==> src/rtl/store_write_queue_pkg.sv <==
// Shared definitions for the store write queue.
//   SRC_GPR / SRC_XMM : legal write-source encodings on st_src
//   state_e           : drain sequencer states
//   entry_t           : one queued store {addr, data}
// The entry address field is EntryAddrW wide; the top-level ADDR_W must not exceed it.
package store_write_queue_pkg;

   localparam logic [1:0] SRC_GPR = 2'b01;
   localparam logic [1:0] SRC_XMM = 2'b10;

   localparam int unsigned EntryAddrW = 32;

   typedef enum logic [0:0] {
      RUN   = 1'b0,
      DRAIN = 1'b1
   } state_e;

   typedef struct packed {
      logic [EntryAddrW-1:0] addr;
      logic [31:0]           data;
   } entry_t;

endpackage

==> src/rtl/store_write_queue_memory_write_mux.sv <==
// Memory write-source mux (MemoryWriteMux) on the store enqueue path.
// Purely combinational.
//   src      : write source select (SRC_GPR / SRC_XMM, others illegal)
//   rs2_data : general register data, passed through for SRC_GPR
//   xs2_data : XMM data, signed fixed point with 15 fraction bits, converted to fp32
//   src_ok   : src is a legal encoding
//   wr_data  : resolved 32-bit write data (zero for an illegal source)
module store_write_queue_memory_write_mux
   import store_write_queue_pkg::*;
(
   input  logic [1:0]  src,
   input  logic [31:0] rs2_data,
   input  logic [63:0] xs2_data,
   output logic        src_ok,
   output logic [31:0] wr_data
);

   logic [63:0] mag;
   logic [5:0]  msb;
   logic        nonzero;
   logic [7:0]  exp_field;
   logic [22:0] mant;
   logic [31:0] xmm_fp32;

   // Fixed point to fp32: value = xs2 / 2^15, so exponent = msb - 15 + 127.
   // Every 64-bit magnitude lands in the normal fp32 range; mantissa is truncated.
   always_comb begin
      mag     = xs2_data[63] ? (~xs2_data + 64'd1) : xs2_data;
      msb     = '0;
      nonzero = 1'b0;
      for (int i = 0; i < 64; i++) begin
         if (mag[i]) begin
            msb     = 6'(i);
            nonzero = 1'b1;
         end
      end
      exp_field = {2'b00, msb} + 8'd112;
      mant      = 23'((mag << (6'd63 - msb)) >> 40);
      xmm_fp32  = nonzero ? {xs2_data[63], exp_field, mant} : 32'd0;
   end

   always_comb begin
      src_ok  = 1'b1;
      wr_data = '0;
      case (src)
         SRC_GPR: wr_data = rs2_data;
         SRC_XMM: wr_data = xmm_fp32;
         default: src_ok  = 1'b0;
      endcase
   end

endmodule

==> src/rtl/store_write_queue.sv <==
// Buffered store sequencer in front of the data-memory write port.
// Stores are resolved through the write-source mux at enqueue and held in a DEPTH-entry
// FIFO that drains to memory over a hold-until-ack handshake, with a fence/drain sequencer.
//   clk, rst_n              : clock, asynchronous active-low reset
//   st_valid/st_ready       : store request handshake (st_ready registered)
//   st_src/st_addr/st_rs2_data/st_xs2_data : store source select, address and data
//   st_err                  : one-cycle pulse after an illegal-source store is dropped
//   mem_wr_en/addr/data/ack : head-of-queue write request, held until ack
//   drain_req/drain_done    : level fence request, completion pulse
//   empty                   : queue holds no entries
//   ld_addr/ld_fwd_hit/ld_fwd_data : store-to-load forwarding lookup
// Optional: define STORE_WRITE_QUEUE_FWD_EN to build the ld_* ports and forwarding logic.
module store_write_queue
   import store_write_queue_pkg::*;
#(
   parameter int unsigned DEPTH  = 4,
   parameter int unsigned ADDR_W = 32
) (
   input  logic              clk,
   input  logic              rst_n,
   input  logic              st_valid,
   output logic              st_ready,
   input  logic [1:0]        st_src,
   input  logic [ADDR_W-1:0] st_addr,
   input  logic [31:0]       st_rs2_data,
   input  logic [63:0]       st_xs2_data,
   output logic              st_err,
   output logic              mem_wr_en,
   output logic [ADDR_W-1:0] mem_wr_addr,
   output logic [31:0]       mem_wr_data,
   input  logic              mem_wr_ack,
   input  logic              drain_req,
   output logic              drain_done,
   output logic              empty
`ifdef STORE_WRITE_QUEUE_FWD_EN
   ,
   input  logic [ADDR_W-1:0] ld_addr,
   output logic              ld_fwd_hit,
   output logic [31:0]       ld_fwd_data
`endif
);

   localparam int unsigned IDX_W = $clog2(DEPTH);
   localparam int unsigned PTR_W = IDX_W + 1;

   entry_t           storage_q [DEPTH];
   logic [PTR_W-1:0] wr_ptr_q, wr_ptr_d;
   logic [PTR_W-1:0] rd_ptr_q, rd_ptr_d;
   logic [IDX_W-1:0] wr_idx, rd_idx;
   state_e           state_q, state_d;
   logic             st_ready_q, st_ready_d;
   logic             st_err_q, st_err_d;
   logic             drain_done_q, drain_done_d;
   logic             full_d;
   logic             accept, push, pop;
   logic             src_ok;
   logic [31:0]      mux_data;
   entry_t           head;

   store_write_queue_memory_write_mux u_memory_write_mux (
      .src      (st_src),
      .rs2_data (st_rs2_data),
      .xs2_data (st_xs2_data),
      .src_ok   (src_ok),
      .wr_data  (mux_data)
   );

   assign wr_idx = wr_ptr_q[IDX_W-1:0];
   assign rd_idx = rd_ptr_q[IDX_W-1:0];
   assign empty  = (wr_ptr_q == rd_ptr_q);
   assign head   = storage_q[rd_idx];

   assign accept = st_valid && st_ready_q;
   assign push   = accept && src_ok;
   assign pop    = mem_wr_ack && !empty;

   always_comb begin
      wr_ptr_d = push ? (wr_ptr_q + PTR_W'(1)) : wr_ptr_q;
      rd_ptr_d = pop  ? (rd_ptr_q + PTR_W'(1)) : rd_ptr_q;
      full_d   = (wr_ptr_d[IDX_W] != rd_ptr_d[IDX_W]) &&
                 (wr_ptr_d[IDX_W-1:0] == rd_ptr_d[IDX_W-1:0]);
      st_err_d = accept && !src_ok;
   end

   // Drain sequencer; the exit test uses the current empty flag, so a drain that
   // starts on an already-empty queue completes one cycle after entering DRAIN.
   always_comb begin
      state_d      = state_q;
      drain_done_d = 1'b0;
      case (state_q)
         RUN: begin
            if (drain_req) state_d = DRAIN;
         end
         DRAIN: begin
            if (empty) begin
               state_d      = RUN;
               drain_done_d = 1'b1;
            end
         end
         default: state_d = RUN;
      endcase
   end

   // Registered ready derived from next-state, so it always equals !full && RUN
   // for the current cycle and never sees a same-cycle pop.
   assign st_ready_d = !full_d && (state_d == RUN);

   always_ff @(posedge clk or negedge rst_n) begin
      if (!rst_n) begin
         wr_ptr_q     <= '0;
         rd_ptr_q     <= '0;
         state_q      <= RUN;
         st_ready_q   <= 1'b1;
         st_err_q     <= 1'b0;
         drain_done_q <= 1'b0;
      end else begin
         wr_ptr_q     <= wr_ptr_d;
         rd_ptr_q     <= rd_ptr_d;
         state_q      <= state_d;
         st_ready_q   <= st_ready_d;
         st_err_q     <= st_err_d;
         drain_done_q <= drain_done_d;
      end
   end

   always_ff @(posedge clk or negedge rst_n) begin
      if (!rst_n) begin
         for (int i = 0; i < DEPTH; i++) begin
            storage_q[i] <= '0;
         end
      end else if (push) begin
         storage_q[wr_idx] <= '{addr: EntryAddrW'(st_addr), data: mux_data};
      end
   end

   assign st_ready    = st_ready_q;
   assign st_err      = st_err_q;
   assign drain_done  = drain_done_q;
   assign mem_wr_en   = !empty;
   assign mem_wr_addr = head.addr[ADDR_W-1:0];
   assign mem_wr_data = head.data;

`ifdef STORE_WRITE_QUEUE_FWD_EN
   logic [PTR_W-1:0] count;
   logic [IDX_W-1:0] fwd_idx;

   // Walk oldest to youngest so the youngest matching entry wins.
   always_comb begin
      ld_fwd_hit  = 1'b0;
      ld_fwd_data = '0;
      fwd_idx     = '0;
      count       = wr_ptr_q - rd_ptr_q;
      for (int k = 0; k < DEPTH; k++) begin
         fwd_idx = rd_idx + IDX_W'(k);
         if ((PTR_W'(k) < count) && (storage_q[fwd_idx].addr == EntryAddrW'(ld_addr))) begin
            ld_fwd_hit  = 1'b1;
            ld_fwd_data = storage_q[fwd_idx].data;
         end
      end
   end
`endif

endmodule

==> config.mk <==
export PLATFORM = sky130hd
export DESIGN_NAME = store_write_queue
export DESIGN_NICKNAME = d
export VERILOG_FILES = /design/src/rtl/store_write_queue_pkg.sv /design/src/rtl/store_write_queue_memory_write_mux.sv /design/src/rtl/store_write_queue.sv
export SDC_FILE = /design/constraint.sdc
export NUM_CORES = 1
export LEC_CHECK = 0
export ABC_AREA = 1
export BUFFER_PORTS_ARGS = -buffer_cell sky130_fd_sc_hd__clkbuf_2
export CELL_PAD_IN_SITES_DETAIL_PLACEMENT = 1
export CELL_PAD_IN_SITES_GLOBAL_PLACEMENT = 1
export CORE_AREA = 2 2 205 207
export CTS_CLUSTER_SIZE = 10
export DETAILED_ROUTE_END_ITERATION = 16
export DIE_AREA = 0 0 207 209
export GPL_ROUTABILITY_DRIVEN = 1
export PLACE_DENSITY_LB_ADDON = 0.1
export SETUP_SLACK_MARGIN = 0.05
export SYNTH_ARGS = -nofsm -noshare
export SYNTH_HDL_FRONTEND = slang
export SYNTH_SLANG_ARGS = --single-unit
==> constraint.sdc <==
create_clock -name clk -period 4.8 [get_ports clk]
set_input_delay 0.48 -clock clk [delete_from_list [all_inputs] [get_ports clk]]
set_output_delay 0.48 -clock clk [all_outputs]
set_load 0.05 [all_outputs]
Yosys cells after proc, flatten, opt, wreduce, memory -nomap -nowiden
Index checks and enable logic that the tools add are counted.

ROM bits: 0. Bits in latches: 0. Register bits: 266. Logic and storage cells: 188. Memories kept: 0. Bits in writable memories: 0. Output and inout port bits: 69. Input bits: 135.

Divide/modulo/power cells: 0. Multiply operators: 0. $add $sub $neg: 5. Bitwise gates (word level): 5. Eq/ne operators: 5. Reductions and logical operators: 11. Order comparisons: 3. Muxes and demuxes: 144. Shifts and indexed selects: 1.

Operator list (count): bitwise mux 256 bit (1); two-way mux 64 bit (4); two-way mux 6 bit (32); binary-select mux 64 bit (select 2 bit) (1); demux 64 bit (select 2 bit) (1); two-way mux 5 bit (16); two-way mux 1 bit (70); adder 64 x 1 -> 64 bit (second input constant) (1); inverter 64 bit (1); case mux 32 bit (2 select lines) (1); left shift 64 x 6 -> 63 bit (1); two-way mux 32 bit (1); two-way mux 4 bit (8); two-way mux 3 bit (6); adder 6 x 7 -> 8 bit (second input constant) (1); logical AND 1 bit (7); adder 3 x 1 -> 3 bit (second input constant) (2); greater-or-equal comparator 3 bit (second input constant) (2); inverter 2 -> 3 bit (2); subtractor 6 bit (first input constant) (1); two-way mux 2 bit (2); == test 3 bit (1); logical NOT 1 bit (3); less-than comparator 3 x 1 -> 1 bit (second input constant) (1); other kinds (7) (8).

Logic depth before layout (Yosys ltp)
Depth in word-level cells: 71. Gate-level depth with buffers: 82. Mapped depth without buffers: 81.

Modules after synthesis
From an unflattened synthesis, not the netlist that was laid out.

Cell total of the unflattened synthesis: 2759. Area, all modules: 18154.9 um^2.

By module, submodules not included: store_write_queue (instances 1, area each 11451.0 um^2, seq. area each 6657.6 um^2, cells each 1329); store_write_queue_memory_write_mux (instances 1, area each 6703.9 um^2, seq. area each 0.0 um^2, cells each 1430).

Worst setup path after synthesis
No wires, ideal clock.

Kind: input to register. Start: in st_xs2_data[0]. End: reg storage_q[3] (netlist name). Library setup time: 0.117 ns. Data required time: 4.683 ns. Cell stages on the path: 72. Buffers on the path: 2. Arrival: 4.995 ns. Slack: -0.313 ns. Cell sequence: inv_2 -> ha_1 -> nand3_2 -> nor2_1 -> nand4_1 -> nand2_1 -> xor2_1 -> inv_1 -> nand2_1 -> nand2_1 -> nand2_1 -> nand2_1 -> nand2_1 -> nand2_1 -> nand2_1 -> nand2_1 -> nand2_1 -> nand2_1 -> [36 not listed] -> nand2_1 -> nand2_1 -> nand2_1 -> nand2_4 -> nand2_4 -> buf_6 -> buf_8 -> nand2_2 -> nand2_1 -> nand2_1 -> nand3_1 -> nand3_1 -> nand3_1 -> nand3_1 -> nand2_1 -> nand3_1 -> o21ai_1 -> inv_1.

Word-level cells in the longest chain between the ends: 71. Elaborated cells on any way between the ends: 135. Classes of those cells: add/sub (2); shift (1); mux (131); bitwise (1).

RTL lines: start, declared (RTL line store_write_queue.sv:26) `input logic [63:0] st_xs2_data,`; inverter 64 bit (RTL line store_write_queue_memory_write_mux.sv:28) `mag = xs2_data[63] ? (~xs2_data + 64'd1) : xs2_data;`; adder 64 x 1 -> 64 bit (RTL line store_write_queue_memory_write_mux.sv:28); two-way mux 64 bit (*) (RTL line store_write_queue_memory_write_mux.sv:28); two-way mux 1 bit (RTL line store_write_queue_memory_write_mux.sv:32) `if (mag[i]) begin`; two-way mux 2 bit (2 in a row) (RTL line store_write_queue_memory_write_mux.sv:32); two-way mux 3 bit (4 in a row) (RTL line store_write_queue_memory_write_mux.sv:32); two-way mux 4 bit (8 in a row) (RTL line store_write_queue_memory_write_mux.sv:32); two-way mux 5 bit (16 in a row) (RTL line store_write_queue_memory_write_mux.sv:32); two-way mux 6 bit (32 in a row) (RTL line store_write_queue_memory_write_mux.sv:32); subtractor 6 bit (RTL line store_write_queue_memory_write_mux.sv:38) `mant = 23'((mag << (6'd63 - msb)) >> 40);`; left shift 64 x 6 -> 63 bit (RTL line store_write_queue_memory_write_mux.sv:38); two-way mux 32 bit (*) (RTL line store_write_queue_memory_write_mux.sv:39) `xmm_fp32 = nonzero ? {xs2_data[63], exp_field, mant} : 32'd0;`; case mux 32 bit (2 select lines) (*) (RTL line store_write_queue_memory_write_mux.sv:45) `case (src)`; bitwise mux 256 bit (*) (RTL line store_write_queue.sv:132) `storage_q[wr_idx] <= '{addr: EntryAddrW'(st_addr), data: mux_data};`; end signal, assigned by index (RTL line store_write_queue.sv:132); end, declared (RTL line store_write_queue.sv:46) `entry_t storage_q [DEPTH];`.

Every way passes the cells marked *; elsewhere a longest branch is shown, timed or not. A chain may end at the register's enable or synchronous reset.

Worst setup path after layout
Start: in st_xs2_data[0]. End: reg storage_q[80] (netlist name).

Same word-level chain as after synthesis.

==> results list <==
* Startpoint type of the worst setup path: input port
* Layout net count: 3348
* Cell leakage power: 0.0133 uW
- Number of max-capacitance violations reported: 0
* Post-synthesis cell count: 2835
- First-pass iteration count of the detailed router: 5
* Cell with the largest stage delay on the worst path: nand4_1
- # clock sinks: 266
- Leading cell type by number of instances after synthesis: nand2_1
- Die area: 43300 um2
- Count of port buffers added during placement: 203
- After detailed routing, the average wire length per cell comes to 20.1 um.
- CTS placed an instance of clkbuf_16 at the clock tree root.
- By count the netlist is led by nand2_1 (647), nand3_1 (538), inv_1 (311).
- For this block, the initial DRC count from the detailed router was 1699.
- The die is 207 um wide.
- The filler cells instantiated in the layout total 5386.
- The total count of max-transition violations in the final report came to 0.
* Critical path fanouts, max: 9
- The share of total power dissipated in combinational logic is 0.552.
- In this run the core area contains 75 standard-cell rows.
- Across all setup checks in the final design, the least slack found is -0.658 ns.
- Antenna violations before repair: 3
- Summing every instance area after synthesis gives 18700 um2.
- The share of the Yosys chip area taken by registers is 0.355.
- Power spent charging and discharging nets: 6780 uW
- Post-synth top area share: 0.354
* Layout area overhead: 33.0%
* Combined buffer and inverter count along the critical path: 6
- Sequential cell fraction of total power: 0.291
- Max VDD drop: 323 uV
- Final Hold Fails: 0
- TritonCTS built the clock tree.
- Setup repair after global routing could not meet its margin everywhere.
- Of the total power, the clock network draws 0.157.
- Net Count, Synth: 2980
- Violated checks: setup timing
* Core ar.: 41300 um2
- In the synthesized netlist the async set-or-reset flop fraction comes to 1.00.
- Summing over every cut layer, the via total after detailed routing is 21532.
* Worst hold-check path type: in2reg
- 204 I/O pins were placed.
- Type of the worst setup path: in2reg
* Yosys cell types: 45
- Setup tns final: -52.34 ns
- Entering global routing, the biggest net connects 142 pins.
- For this run, the slowest stage of the critical path takes 0.19 ns.
* Critical Path AT: 5.92 ns
- In this run, CTS created clock tree buffers numbering 31.
* Final weighted congestion in routability-driven placement: 0.946
- Family with the most delay on the worst path: simple AND/OR/NAND/NOR gates
* Number of synthesized flops with an enable pin: 0
* Maximum clock frequency: 0.183 GHz
- Critical hold path startpoint: st_valid
* Chip Height: 209 um
- Internal power: 6660 uW
* Post-route minimum period: 5.46 ns
- Launching point of the worst reg2reg path: wr_ptr_q[0]
- CTS clk-pin slew, worst paths: 0.06 ns
- Post-Synthesis Mean Instance Area: 6.61 um2
* Overall overflow remaining after global route: 0
- In this run the remaining antenna-violating nets after routing total 0.
- Setup violators final: 114
* Final Routed Wirelength: 75.5 mm
* DPL Wire Length: 50.9 mm
- Total global-route track usage: 0.326
- Data required time at the worst endpoint: 5.26 ns
- Max transition margin: 0.205
- Cell type with the largest total area after synthesis: dfrtp_1
* Crit path from: st_xs2_data[0]
- For this design the ratio of total power to cell area is 539 nW/um2.
- Flip-flop and latch count after synthesis: 266
- Core occupancy in the finished layout: 0.604
* Initial Utilization: 0.454
- For this run, design rule violations remaining after detail routing come to 0.
- The later pin in the worst-skew pair is clocked with a latency of 0.58 ns.
- Switching power share of the total: 0.504
- Final cell area excluding filler cells: 24900 um2
- Clock skew on the completed layout was measured at 0.0126 ns.
- For this run, the leading register cell type out of synthesis is dfrtp_1.
- CP Capture Type: flop
* Maximum clock insertion buffer count: 3
- Summing all placed instances gives a cell area of 22400 um2.
- Final worst-path cycle share: 1.14
- After synthesis, the cell types taking the most area are dfrtp_1 (35%), nand3_1 (14%), nand2_1 (13%).
* Run status: finished with violations
- In the routed layout, each cell is associated on average with a via count of 5.73.
- CP most frequent cell: nand2_1
- Worst Max-Slew Pin Slew: 1.19 ns
- In this run the number of H-tree levels came out at 1.
* Multi-input gate area: 11700 um2
- Registers take 6660 um2.
- The Yosys step of the flow raised 0 warnings.
* Wire length of the first global-routing pass: 117 mm
* Fraction of final layout cells with drive strength greater than 1: 0.299
- The via count of the first global-routing pass was 22400.
-- registers in the layout, indices dropped and copies added (netlist names) --
| signal | flops |
|---|---|
| st_ready | 1 |
| rd_ptr_q | 3 |
| state_q | 1 |
| st_err | 1 |
| wr_ptr_q | 3 |
| storage_q | 256 |
| drain_done | 1 |
-- final cells by class --
| class | count | area share |
|---|---|---|
| Timing Repair Buffer | 499 | 0.150 |
| Sequential cell | 266 | 0.267 |
| Tap cell | 539 | 0.0270 |
| Multi-Input combinational cell | 2074 | 0.470 |
| Inverter | 331 | 0.0509 |
| Clock buffer | 43 | 0.0333 |
| Antenna cell | 3 | 0.000301 |
| Clock inverter | 3 | 0.00135 |
-- power by group through the flow --
stage / Combinational, uW / Clock (uW) / Sequential [uW]
2_1_floorplan: 5010 / 0 / 3630
5_1_grt: 7980 / 2210 / 4000
3_5_place_dp: 6900 / 0 / 3880
4_1_cts: 7130 / 2120 / 3880
6_report: 7420 / 2110 / 3910
3_3_place_gp: 6640 / 0 / 3790
-- final timing paths --
check | to | slack (ns) | cells past startpoint
max | storage_q[80] | -0.66 | 71
min | st_err | 0.14 | 3
max reg2reg | storage_q[214] | 2.01 | 7
min reg2reg | storage_q[127] | 0.48 | 2
max in group asynchronous | storage_q[113] | 3.10 | 3
min in group asynchronous | storage_q[14] | 0.45 | 2
-- metal layers --
layer  wire [um]  track usage  vias up
met4        2670        0.106        2
met3        3200       0.0346      179
met5          18            0        -
met2       37800        0.573      651
met1       31800        0.420    10728
li1            -            -     9972
-- logic make-up after synthesis --
logic type / after synthesis / synth area share
and+or+nand+nor: 1544 / 0.366
xor gates and xnor gates: 64 / 0.0319
DFF: 266 / 0.355
buffers and inverters: 496 / 0.102
AOI/OAI and AO/OA: 419 / 0.119
adders and majority gates: 10 / 0.00667
muxes: 36 / 0.0192
-- metrics by stage --
stage | total power [uW] | hold WS (ns) | cells | setup slack, ns
2_1_floorplan | 8640 | 0.184 | 2835 | -0.0821
3_3_place_gp | 10400 | 0.461 | 3689 | -1.11
3_5_place_dp | 10800 | 0.468 | 3689 | -1.29
4_1_cts | 13100 | 0.129 | 3743 | -0.557
5_1_grt | 14200 | 0.148 | 3758 | -1.38
6_report | 13400 | 0.144 | 3758 | -0.658
-- cell usage in the layout, fill, tap and decap left out, types with 6 or more instances in the layout --
cell type and instances:
buf_12 21, nand3_4 18, clkbuf_2 200, ha_1 9
nand2_2 89, xnor2_1 10, nor3_1 8, o22ai_1 64
nand4_1 11, clkbuf_1 11, nand3_2 167, nand3_1 361
or2_2 68, buf_4 261, nor2_1 223, a21oi_2 6
o21ai_1 27, nor4_1 17, clkbuf_16 38, o21ai_2 14
nand2_4 11, inv_2 18, nand2_1 554, xor2_2 8
o21ai_0 278, dfrtp_1 263, a21oi_1 11, mux2i_1 36
inv_1 304, xor2_1 46
-- tightest hold or removal path: cells and delay by family --
kind          cells  cell delay [ns]
buf+inv           1             0.08
simple gates      2             0.12
-- what timing repair did --
item                                    4_1_cts  5_1_grt
setup buffers                                 3        5
endpoints found under the setup margin      124      128
gates cloned                                  4        7
hold buffers                                  1        0
resized for setup                           118      206
pin swaps                                    14       75
hold endpoints to repair                     64        0
No activity file was read; power rests on OpenSTA's default activity.
